### src/rtl/pattern_encoder_pkg.sv
// pattern_encoder_pkg: shared state encoding and default geometry for the
// sparse key/value array encoder.
package pattern_encoder_pkg;

  // Default array geometry: 32 elements of 8 bits.
  localparam int PE_DEFAULT_N = 32;
  localparam int PE_DEFAULT_W = 8;

  // Encoder control states.
  typedef enum logic [1:0] {
    ST_IDLE = 2'd0,
    ST_SCAN = 2'd1,
    ST_EMIT = 2'd2,
    ST_TAIL = 2'd3
  } pe_state_e;

endpackage : pattern_encoder_pkg

### src/rtl/pattern_encoder.sv
// pattern_encoder: streams a captured N-element array as ascending
// key/value items for every element that differs from the default, then a
// single trailing default item (is_default=1, last=1).
// Optional feature macro: PATTERN_ENCODER_COUNT_EN adds out_count, the number
// of non-default items emitted for the current array.
module pattern_encoder
  import pattern_encoder_pkg::*;
#(
  parameter  int N  = PE_DEFAULT_N,
  parameter  int W  = PE_DEFAULT_W,
  localparam int IW = $clog2(N)
) (
  input  logic            clk,
  input  logic            rst,
  input  logic            in_valid,
  output logic            in_ready,
  input  logic [N*W-1:0]  in_data,
  input  logic [W-1:0]    in_default,
  output logic            out_valid,
  input  logic            out_ready,
  output logic [IW-1:0]   out_key,
  output logic [W-1:0]    out_value,
  output logic            out_is_default,
  output logic            out_last,
`ifdef PATTERN_ENCODER_COUNT_EN
  output logic [IW:0]     out_count,
`endif
  output logic            busy
);

  // One output item; the tail item is assembled from the captured default.
  typedef struct packed {
    logic [IW-1:0] key;
    logic [W-1:0]  value;
    logic          is_default;
    logic          last;
  } pe_item_t;

  localparam logic [IW-1:0] LAST_IDX = IW'(N - 1);

  pe_state_e      state_q, state_d;
  logic [IW-1:0]  idx_q,   idx_d;
  logic [N*W-1:0] data_q,  data_d;
  logic [W-1:0]   def_q,   def_d;
  logic [IW-1:0]  key_q,   key_d;
  logic [W-1:0]   val_q,   val_d;
`ifdef PATTERN_ENCODER_COUNT_EN
  logic [IW:0]    cnt_q,   cnt_d;
`endif

  logic [W-1:0]   elem_s;
  logic           at_last_s;
  pe_item_t       item_s;

  assign elem_s    = data_q[idx_q*W +: W];
  assign at_last_s = (idx_q == LAST_IDX);

  // State and datapath registers; reset discards any array in flight.
  always_ff @(posedge clk or posedge rst) begin
    if (rst) begin
      state_q <= ST_IDLE;
      idx_q   <= '0;
      data_q  <= '0;
      def_q   <= '0;
      key_q   <= '0;
      val_q   <= '0;
`ifdef PATTERN_ENCODER_COUNT_EN
      cnt_q   <= '0;
`endif
    end else begin
      state_q <= state_d;
      idx_q   <= idx_d;
      data_q  <= data_d;
      def_q   <= def_d;
      key_q   <= key_d;
      val_q   <= val_d;
`ifdef PATTERN_ENCODER_COUNT_EN
      cnt_q   <= cnt_d;
`endif
    end
  end

  // Next-state: capture on load, scan one element per cycle, emit differing
  // elements in index order, then hand out the default entry.
  always_comb begin
    state_d = state_q;
    idx_d   = idx_q;
    data_d  = data_q;
    def_d   = def_q;
    key_d   = key_q;
    val_d   = val_q;
`ifdef PATTERN_ENCODER_COUNT_EN
    cnt_d   = cnt_q;
`endif
    case (state_q)
      ST_IDLE: begin
        if (in_valid) begin
          data_d  = in_data;
          def_d   = in_default;
          idx_d   = '0;
`ifdef PATTERN_ENCODER_COUNT_EN
          cnt_d   = '0;
`endif
          state_d = ST_SCAN;
        end else begin
          state_d = ST_IDLE;
        end
      end
      ST_SCAN: begin
        if (elem_s != def_q) begin
          key_d   = idx_q;
          val_d   = elem_s;
          state_d = ST_EMIT;
        end else if (at_last_s) begin
          state_d = ST_TAIL;
        end else begin
          idx_d   = idx_q + IW'(1);
        end
      end
      ST_EMIT: begin
        if (out_ready) begin
`ifdef PATTERN_ENCODER_COUNT_EN
          cnt_d = cnt_q + (IW+1)'(1);
`endif
          if (at_last_s) begin
            state_d = ST_TAIL;
          end else begin
            idx_d   = idx_q + IW'(1);
            state_d = ST_SCAN;
          end
        end else begin
          state_d = ST_EMIT;
        end
      end
      ST_TAIL: begin
        if (out_ready) begin
          state_d = ST_IDLE;
        end else begin
          state_d = ST_TAIL;
        end
      end
      default: begin
        state_d = ST_IDLE;
      end
    endcase
  end

  // Output decode: outputs depend only on registered state, never on inputs.
  always_comb begin
    item_s    = '0;
    out_valid = 1'b0;
    case (state_q)
      ST_EMIT: begin
        out_valid         = 1'b1;
        item_s.key        = key_q;
        item_s.value      = val_q;
        item_s.is_default = 1'b0;
        item_s.last       = 1'b0;
      end
      ST_TAIL: begin
        out_valid         = 1'b1;
        item_s.key        = '0;
        item_s.value      = def_q;
        item_s.is_default = 1'b1;
        item_s.last       = 1'b1;
      end
      default: begin
        out_valid = 1'b0;
        item_s    = '0;
      end
    endcase
  end

  assign in_ready       = (state_q == ST_IDLE);
  assign busy           = (state_q != ST_IDLE);
  assign out_key        = item_s.key;
  assign out_value      = item_s.value;
  assign out_is_default = item_s.is_default;
  assign out_last       = item_s.last;
`ifdef PATTERN_ENCODER_COUNT_EN
  assign out_count      = cnt_q;
`endif

endmodule : pattern_encoder

### config.mk
export PLATFORM = sky130hd
export DESIGN_NAME = pattern_encoder
export DESIGN_NICKNAME = d
export VERILOG_FILES = /design/src/rtl/pattern_encoder_pkg.sv /design/src/rtl/pattern_encoder.sv
export SDC_FILE = /design/constraint.sdc
export NUM_CORES = 1
export LEC_CHECK = 0
export ABC_AREA = 1
export CORE_UTILIZATION = 45
export CTS_BUF_LIST = sky130_fd_sc_hd__clkbuf_4
export DETAILED_ROUTE_END_ITERATION = 6
export GPL_ROUTABILITY_DRIVEN = 1
export HOLD_SLACK_MARGIN = 0.12
export PLACE_DENSITY = 0.69
export SLEW_MARGIN = 10
export SYNTH_ARGS = -nofsm -noshare
export SYNTH_HDL_FRONTEND = slang
export SYNTH_SLANG_ARGS = --single-unit
### constraint.sdc
create_clock -name clk -period 12.5 [get_ports clk]
set_input_delay 1.25 -clock clk [delete_from_list [all_inputs] [get_ports clk]]
set_output_delay 1.25 -clock clk [all_outputs]
set_load 0.005 [all_outputs]
==> run summary <==
status: complete, no violations
Routed met3 length: 1880 µm
largest net degree at the start of global routing: 155
ys async rst share: 100%
worst-margin pin slew: 1.10 ns
post-DR vias/cell: 5.14
multiplexer area fraction after synthesis: 21.0%
Max VDD drop: 0.000109 V
Final Hold Fails: 0
Yosys cell types: 25
setup TNS: 0 ns
Pleak: 7.81 nW
full die area: 30800 µm²
Most used DFF post-synth: dfrtp_1
CTS tree: yes
share of cells above drive strength 1: 22.9%
Compound-Gate Fraction of Synth Area: 2.43%
top routing layer in use: met4
total chip power: 0.00403 W
routed via count: 10700
Cells after Synth: 1358
cts repair resizes: 0
first-pass GRT wire length: 57400 µm
endpoint type of the worst setup path: flop
clk buf depth: 3
Critical Path AT: 5.01 ns
Syn. warnings: 0
drt drc: 0
antenna violations before repair: 3
most frequent cells in the layout: nand2_1, clkdlybuf4s50_1, dfrtp_1
XOR/XNOR Fraction of Synth Area: 0%
Mapped Nets: 1632
Setup WS post-layout: 8.02 ns
Slew Viols, Final: 0
Crit path required time: 13.03 ns
grt total ovfl: 0
maxcap violations: 0
Power Dens Cells: 231 nW/µm²
Synth Area per Inst: 9.98 µm²
relative slew slack: 26.4%
commonest non-fill, non-tap cell in the layout: nand2_1
pre-CTS setup slack: 7.90 ns
WL met1: 16600 µm
die width: 176 µm
post-route antenna net violation count: 0
vias in the first global route: 10700
worst hold path type: flop to flop
die height: 176 µm
crit path launch type: flop
clk root buf: clkbuf_4
Final HPWL DP: 24900 µm
1st-iter DRT viols: 656
#FFs+latches synth: 284
CTS clock-pin slew for the worst setup and hold paths: 0.06 ns
met2 WL: 17200 µm
IO Count: 286
main combinational cell family by area after synthesis: multiplexers
Core Rows: 63
core box area: 29600 µm²
Post-Synth Simple-Gate Area: 19.2%
Clk Latency, worst-skew pair: 0.67 ns
hold buffer count at CTS: 0
CTS sink count: 284
sequential cell area fraction in the yosys report: 52.5%
postcts setup bufs: 0
Tmin final: 4.48 ns
Adder-Cell Fraction of Synth Area: 0.554%
RSZ-0062 raised after global routing: false
area grow syn2layout: 28.8%
Cell Area, Synth: 13500 µm²
gpl congestion: 0.862
H-Tree Depth: 3
Clock Skews: 0.0339 ns
CTS Buf Count: 76
achievable frequency: 223 MHz
port buffer count: 285
WL/cell: 17.8 µm
period utilisation layout: 35.9%
final WL: 36900 µm
final net count: 1915
GRT Total Usage: 24.2%
Post-synth EDFFs: 0
Setup Viol. Count Final: 0
TritonRoute pass-1 iters: 5
crit path kind: flop to flop
CP max FO: 94
initial core utilization: 45.7%
power by group:
part           leakage, nW  internal (W)  total, W  switching [W]
clock network        0.555      0.000438  0.000803       0.000365
logic                 3.91      0.000778   0.00156       0.000783
registers             3.35       0.00138   0.00167       0.000285
kinds of logic (layout without fill, tap and decap cells):
kind of cell    Yosys count  after routing
compound gates           65             65
fa+ha+maj                 6              6
buf+inv                 121            446
flops                   284            284
mux                     253            253
other cells               0              3
simple gates            629            629
final cells by class:
class | instances | area [µm²]
sequential | 284 | 7110
timing repair buffer | 292 | 2920
antenna | 3 | 7.51
multi-input combinational | 953 | 5860
clock buffer | 110 | 826
clock inverter | 10 | 90.1
inverter | 34 | 138
fill | 2622 | 12200
tap | 390 | 488
cell usage after synthesis, drive strengths merged, types with 2 or more instances:
| cell type | instances | area share [%] |
|---|---|---|
| nor3 | 2 | 0.074 |
| clkbuf | 35 | 0.97 |
| nor2 | 45 | 1.3 |
| a21oi | 38 | 1.4 |
| inv | 32 | 0.89 |
| nand3 | 174 | 6.4 |
| clkinv | 2 | 0.055 |
| mux2 | 253 | 21 |
| ha | 6 | 0.55 |
| o21ai | 25 | 0.92 |
| dfrtp | 284 | 52 |
| nand2 | 404 | 11 |
| nand3b | 2 | 0.11 |
| buf | 52 | 2.4 |
state kept, by name, summed over array words and instances, names as in the netlist:
register,count
data_q,256
def_q,8
idx_q,5
key_q,5
state_q,2
val_q,8
per-stage QoR:
stage	hold WS [ns]	area, µm²	util [%]	cells
2_1_floorplan	0.453	13500	-	1358
3_3_place_gp	0.468	16500	55.7	1953
3_5_place_dp	0.474	16500	55.7	1953
4_1_cts	0.489	17400	58.8	2073
5_1_grt	0.508	17400	58.9	2075
6_report	0.488	17400	58.9	2076
worst max-delay path: stages, from the launching register on:
cell	delay, ns
dfrtp_4	0.76
inv_4	0.44
buf_4	0.88
nand2_1	0.11
nand3_1	0.11
nand3_1	0.11
nand2_1	0.19
nand2_1	0.10
nand2_1	0.21
nand3_1	0.10
nand2_1	0.07
nand2_1	0.06
nor2_2	0.14
nand2_1	0.11
nand2_2	0.44
nand2_1	0.23
nand2_1	0.11
nand2_1	0.06
worst paths after layout:
path | start | to | slack, ns | cells after the start
hold / removal | val_q[7] | val_q[7] | 0.49 | 2
setup reg to reg | idx_q[0] | idx_q[2] | 8.02 | 17
setup / recovery | idx_q[0] | idx_q[2] | 8.02 | 17
min in group asynchronous | rst | data_q[152] | 1.17 | 2
max in group asynchronous | rst | data_q[86] | 9.97 | 3
hold reg to reg | val_q[7] | val_q[7] | 0.49 | 2
metal layers:
| layer | vias to the layer above | GRT usage (%) |
|---|---|---|
| met1 | 5143 | 33.3 |
| met4 | 0 | 10.5 |
| met5 | - | 0 |
| li1 | 5130 | - |
| met2 | 320 | 37.6 |
| met3 | 85 | 4.50 |
(Power assumes the default switching activity.)
